`src/rtl/crono_countdown.sv`:
```
// crono_countdown: BCD HH:MM:SS countdown timer for the chronometer timer screen.
// Captures the edit block's value on load, counts down on the 1 Hz tick while
// running, and holds an alarm for ALARM_TICKS ticks once the count hits zero.
module crono_countdown #(
    parameter int unsigned ALARM_TICKS = 10
) (
    input  logic       clk,
    input  logic       reset,
    input  logic       en,
    input  logic       tick,
    input  logic       load,
    input  logic [7:0] h_in,
    input  logic [7:0] m_in,
    input  logic [7:0] s_in,
    input  logic       start_stop,
    input  logic       clear,
    output logic [7:0] h_out,
    output logic [7:0] m_out,
    output logic [7:0] s_out,
    output logic       running,
    output logic       alarm,
    output logic       load_err,
    output logic [1:0] state
);

    typedef enum logic [1:0] {
        ST_IDLE   = 2'd0,
        ST_PAUSED = 2'd1,
        ST_RUN    = 2'd2,
        ST_ALARM  = 2'd3
    } state_t;

    state_t     state_q, state_d;
    logic [7:0] h_q, h_d, m_q, m_d, s_q, s_d;
    logic [7:0] acnt_q, acnt_d;
    logic       running_q, running_d;
    logic       alarm_q, alarm_d;
    logic       lerr_q, lerr_d;
    logic       ss_ref_q, clr_ref_q;

    logic        ss_edge, clr_edge, tick_go, load_go;
    logic        load_valid, load_nonzero;
    logic [23:0] dec_val;

    // One-second BCD decrement as a ripple of borrows from seconds units upward.
    function automatic logic [23:0] bcd_dec(input logic [23:0] v);
        logic [3:0] ht, hu, mt, mu, st, su;
        logic       b;
        {ht, hu, mt, mu, st, su} = v;
        b = 1'b1;
        if (su == 4'd0) su = 4'd9; else begin su = su - 4'd1; b = 1'b0; end
        if (b) begin
            if (st == 4'd0) st = 4'd5; else begin st = st - 4'd1; b = 1'b0; end
        end
        if (b) begin
            if (mu == 4'd0) mu = 4'd9; else begin mu = mu - 4'd1; b = 1'b0; end
        end
        if (b) begin
            if (mt == 4'd0) mt = 4'd5; else begin mt = mt - 4'd1; b = 1'b0; end
        end
        if (b) begin
            if (hu == 4'd0) hu = 4'd9; else begin hu = hu - 4'd1; b = 1'b0; end
        end
        if (b) ht = ht - 4'd1;
        return {ht, hu, mt, mu, st, su};
    endfunction

    // Qualified events: everything is masked while the block is disabled.
    always_comb begin
        ss_edge  = en & start_stop & ~ss_ref_q;
        clr_edge = en & clear & ~clr_ref_q;
        tick_go  = en & tick;
        load_go  = en & load;
        load_valid = (h_in[3:0] <= 4'd9) && (m_in[3:0] <= 4'd9) && (s_in[3:0] <= 4'd9)
                  && (m_in[7:4] <= 4'd5) && (s_in[7:4] <= 4'd5) && (h_in <= 8'h23);
        load_nonzero = |{h_in, m_in, s_in};
        dec_val      = bcd_dec({h_q, m_q, s_q});
    end

    // Next-state, next-count and registered-output decode.
    always_comb begin
        state_d = state_q;
        h_d     = h_q;
        m_d     = m_q;
        s_d     = s_q;
        acnt_d  = acnt_q;
        lerr_d  = 1'b0;
        unique case (state_q)
            ST_IDLE: begin
                if (clr_edge) begin
                    {h_d, m_d, s_d} = '0;
                end else if (load_go) begin
                    if (!load_valid) begin
                        lerr_d = 1'b1;
                    end else if (load_nonzero) begin
                        {h_d, m_d, s_d} = {h_in, m_in, s_in};
                        state_d         = ST_PAUSED;
                    end
                end
            end
            ST_PAUSED: begin
                if (clr_edge) begin
                    {h_d, m_d, s_d} = '0;
                    state_d         = ST_IDLE;
                end else if (ss_edge) begin
                    state_d = ST_RUN;
                end else if (load_go) begin
                    if (!load_valid) begin
                        lerr_d = 1'b1;
                    end else begin
                        {h_d, m_d, s_d} = {h_in, m_in, s_in};
                        if (!load_nonzero) state_d = ST_IDLE;
                    end
                end
            end
            ST_RUN: begin
                if (clr_edge) begin
                    {h_d, m_d, s_d} = '0;
                    state_d         = ST_IDLE;
                end else if (ss_edge) begin
                    state_d = ST_PAUSED;
                end else if (tick_go) begin
                    {h_d, m_d, s_d} = dec_val;
                    if (dec_val == '0) begin
                        state_d = ST_ALARM;
                        acnt_d  = 8'(ALARM_TICKS);
                    end
                end
            end
            ST_ALARM: begin
                {h_d, m_d, s_d} = '0;
                if (clr_edge || ss_edge) begin
                    state_d = ST_IDLE;
                    acnt_d  = '0;
                end else if (tick_go) begin
                    acnt_d = acnt_q - 8'd1;
                    if (acnt_q <= 8'd1) begin
                        state_d = ST_IDLE;
                        acnt_d  = '0;
                    end
                end
            end
            default: state_d = ST_IDLE;
        endcase
        running_d = (state_d == ST_RUN);
        alarm_d   = (state_d == ST_ALARM);
    end

    // State, count and flag registers; button references track inputs even when disabled.
    always_ff @(posedge clk) begin
        if (reset) begin
            state_q   <= ST_IDLE;
            h_q       <= '0;
            m_q       <= '0;
            s_q       <= '0;
            acnt_q    <= '0;
            running_q <= 1'b0;
            alarm_q   <= 1'b0;
            lerr_q    <= 1'b0;
            ss_ref_q  <= 1'b0;
            clr_ref_q <= 1'b0;
        end else begin
            state_q   <= state_d;
            h_q       <= h_d;
            m_q       <= m_d;
            s_q       <= s_d;
            acnt_q    <= acnt_d;
            running_q <= running_d;
            alarm_q   <= alarm_d;
            lerr_q    <= lerr_d;
            ss_ref_q  <= start_stop;
            clr_ref_q <= clear;
        end
    end

    // Output mapping.
    always_comb begin
        h_out    = h_q;
        m_out    = m_q;
        s_out    = s_q;
        running  = running_q;
        alarm    = alarm_q;
        load_err = lerr_q;
        state    = state_q;
    end

endmodule

```
`config.mk`:
```
export PLATFORM = sky130hd
export DESIGN_NAME = crono_countdown
export DESIGN_NICKNAME = d
export VERILOG_FILES = /design/src/rtl/crono_countdown.sv
export SDC_FILE = /design/constraint.sdc
export NUM_CORES = 1
export LEC_CHECK = 0
export ABC_AREA = 1
export CORE_ASPECT_RATIO = 1.1
export CORE_MARGIN = 5
export CORE_UTILIZATION = 28
export CTS_CLUSTER_DIAMETER = 30
export DETAILED_ROUTE_END_ITERATION = 16
export SYNTH_ARGS = -nofsm -noshare
export SYNTH_HDL_FRONTEND = slang
export SYNTH_SLANG_ARGS = --single-unit
```
`constraint.sdc`:
```
create_clock -name clk -period 5 [get_ports clk]
set_input_delay 0.75 -clock clk [delete_from_list [all_inputs] [get_ports clk]]
set_output_delay 0.75 -clock clk [all_outputs]
set_load 0.05 [all_outputs]
```
==> reports/metrics.cfg <==
[logic_synthesis]
synth_edf_count=0
ys.flop_type=dfxtp_1
synth-seq-cells=39
synth-async-reset-ratio_pct=0
ys_types=46
synth.yosys.seq_area_share_pct=27.6
synth.avg_cell_area_sq_um=6.41
synth.most_common_cell=nand2_1
synth_commonest_cells=103 x nand2_1, 51 x nor2_1, 48 x inv_1
synth_nets=475
netlist.area_leader.share_pct=27.6
ys_top_cells_by_area=dfxtp_1 28%, nand2_1 14%, nor2_1 6.8%
syn_area_sq_mm=0.00283
syn_inst=441
yosysTopAreaCell=dfxtp_1
synth_warnings=0

[timing]
period_minus_slack_ns=3.38
skew_ns=0.00980
hold_viol=0
worst_slew_pin_slew_ns=0.767
tns_ns=0
fin_crit_sh_pct=67.6
clock.fmax_mhz=296
slew_viol_final=0
fin_hold_ws_ns=0.494
relSlewSlack_pct=48.5
grt_setup_unrepaired=false
setup-violations-final=0

[routing]
num_vias=3125
detail_route.wl_per_cell_microns=14.5
postRouteAntennaNets=0
wl_mm=8.89
drcViolationCount=0
drt_first_iter_violations=175
drt_first_pass_iters=5
vias_per_cell=5.08

[setup_path]
worstSetupEndpointType=flop
regToRegEndpoint=h_out[7]
crit_required_ns=5.21
r2r_slack_ns=2.01
r2r-start=state[1]
critPathKind=input pin to flop
cp-start-kind=input pin
ff2ff_path_depth=9
cp.arrival_ns=3.59
cp_max_fo=37

[clock_tree]
cts_tree=done
clk_latency_ns=0.29
cts-resized-gates=0
clock-root-buffer=clkbuf_8
clockBufferDepth=2
post-cts-setup-buffer-count=0
clock_sinks=39
path_clk_slew_ns=0.07
numCtsBuffers=5
htreeDepth=2
postCtsHoldBufs=0

[pwr]
peakVddDrop_v=0.000113
powerDensity_mw_per_mm2=230
cellLeakagePower_nw=1.53

[layout]
antennaDiodeCount=0
n_fill_cell=1069
drive_above_1_share_pct=9.49
area_growth_pct=26.9
fin_nets=528

[run_status]
status=completed

[global_route]
grt-ovfl-total=0
grt_usage_pct=14.6
antenna_found_initial=0
grt_pass1_wl_mm=14.5
grt_max_degree=38
grt_pass1_vias=3030

[place]
gp_congestion=0.850
place.port_buffers=59
hpwl_mm=6.80

[floorplanning]
io_pins=60
dieArea_sq_mm=0.0122
row_count=38
fp.coreArea_sq_mm=0.00989
initial_core_util_pct=28.6
fp.dieW_microns=106
fp.dieH_microns=115

[hold_path]
whs_path_depth=2
hold_class=flop to flop
min-delay-start=acnt_q[1]
holdPathEnd=acnt_q[1]

[run]
max-cap-violations=0

## sequential cells by signal (all words and copies together) (netlist names)
register / flops
h_out: 8
clr_ref_q: 1
m_out: 8
load_err: 1
s_out: 8
state: 2
alarm: 1
acnt_q: 8
ss_ref_q: 1
running: 1
## cells in the final DEF (no fill, tap or decap), drive strengths merged
cell	count
nor2	62
clkdlybuf4s50	59
a2111oi	1
clkinv	3
o21ai	39
nand4	5
clkbuf	7
a32oi	4
o41ai	1
nand3	31
nand3b	1
a21boi	1
o22ai	1
xor2	6
nor3	7
a32o	9
a21oi	31
o32ai	2
inv	53
dfxtp	39
xnor2	1
or2	4
nand2	113
nor4	9
ha	3
a31o	3
## logic make-up (layout without fill, tap and decap cells)
group	count (synthesis)	after routing	synth area share [%]
AOI/OAI and AO/OA	92	92	20.1
xor gates and xnor gates	7	7	2.17
adders and majority gates	3	3	1.33
buffers and inverters	68	122	9.56
DFF	39	39	27.6
and+or+nand+nor	232	232	39.2
## per-stage QoR
step           cell area, sq um  instances  total power, mW  setup slack (ns)  utilization (%)
5_1_grt                    3590        615            0.871              1.32             36.3
3_3_place_gp               3510        607            0.614              1.49             35.5
2_1_floorplan              2830        441            0.529              2.78                -
6_report                   3590        615            0.824              1.62             36.3
3_5_place_dp               3510        607            0.616              1.31             35.5
4_1_cts                    3590        615            0.832              1.61             36.3
## layout make-up
type | count | area, sq um | area share [%]
flip-flops and latches | 39 | 781 | 21.8
clock inverters | 1 | 5.00 | 0.140
well taps | 120 | 150 | 4.19
repair buffers | 59 | 591 | 16.5
clock buffers | 7 | 76.3 | 2.13
inverters | 55 | 208 | 5.79
multi-input cells | 334 | 1780 | 49.5
## routing by layer
metal | vias to the layer above | wire [microns] | global-route usage [%]
met5 | - | 0 | 0
met4 | 0 | 153 | 4.23
met3 | 14 | 431 | 2.58
met2 | 93 | 4480 | 26.2
met1 | 1443 | 3820 | 17.8
li1 | 1575 | - | -
## where the power goes
part           internal, mW  switching [mW]  leakage [nW]
Combinational        0.0986           0.180          1.17
Clock                0.0982           0.116        0.0422
Sequential            0.320          0.0108         0.317
Total                 0.517           0.306          1.53
## worst max-delay path, stage by stage
cell and delay, ns:
clkdlybuf4s50_1 0.52, inv_2 0.06, nor3_2 0.26, inv_2 0.27
nand2_1 0.43, o22ai_1 0.15, nor2_1 0.13, nand2_2 0.41
inv_2 0.37, nand2_1 0.09, a21oi_1 0.12
## worst max-delay path by stage
stage,start,endpoint,slack (ns),cells past startpoint
2_1_floorplan,h_in[7],s_out[3],2.78,11
3_3_place_gp,en,h_out[7],1.49,11
3_5_place_dp,en,h_out[4],1.31,11
4_1_cts,en,h_out[4],1.61,11
5_1_grt,en,h_out[4],1.32,11
6_report,en,h_out[4],1.62,11
Note: power is estimated with default switching activity, not from simulation.
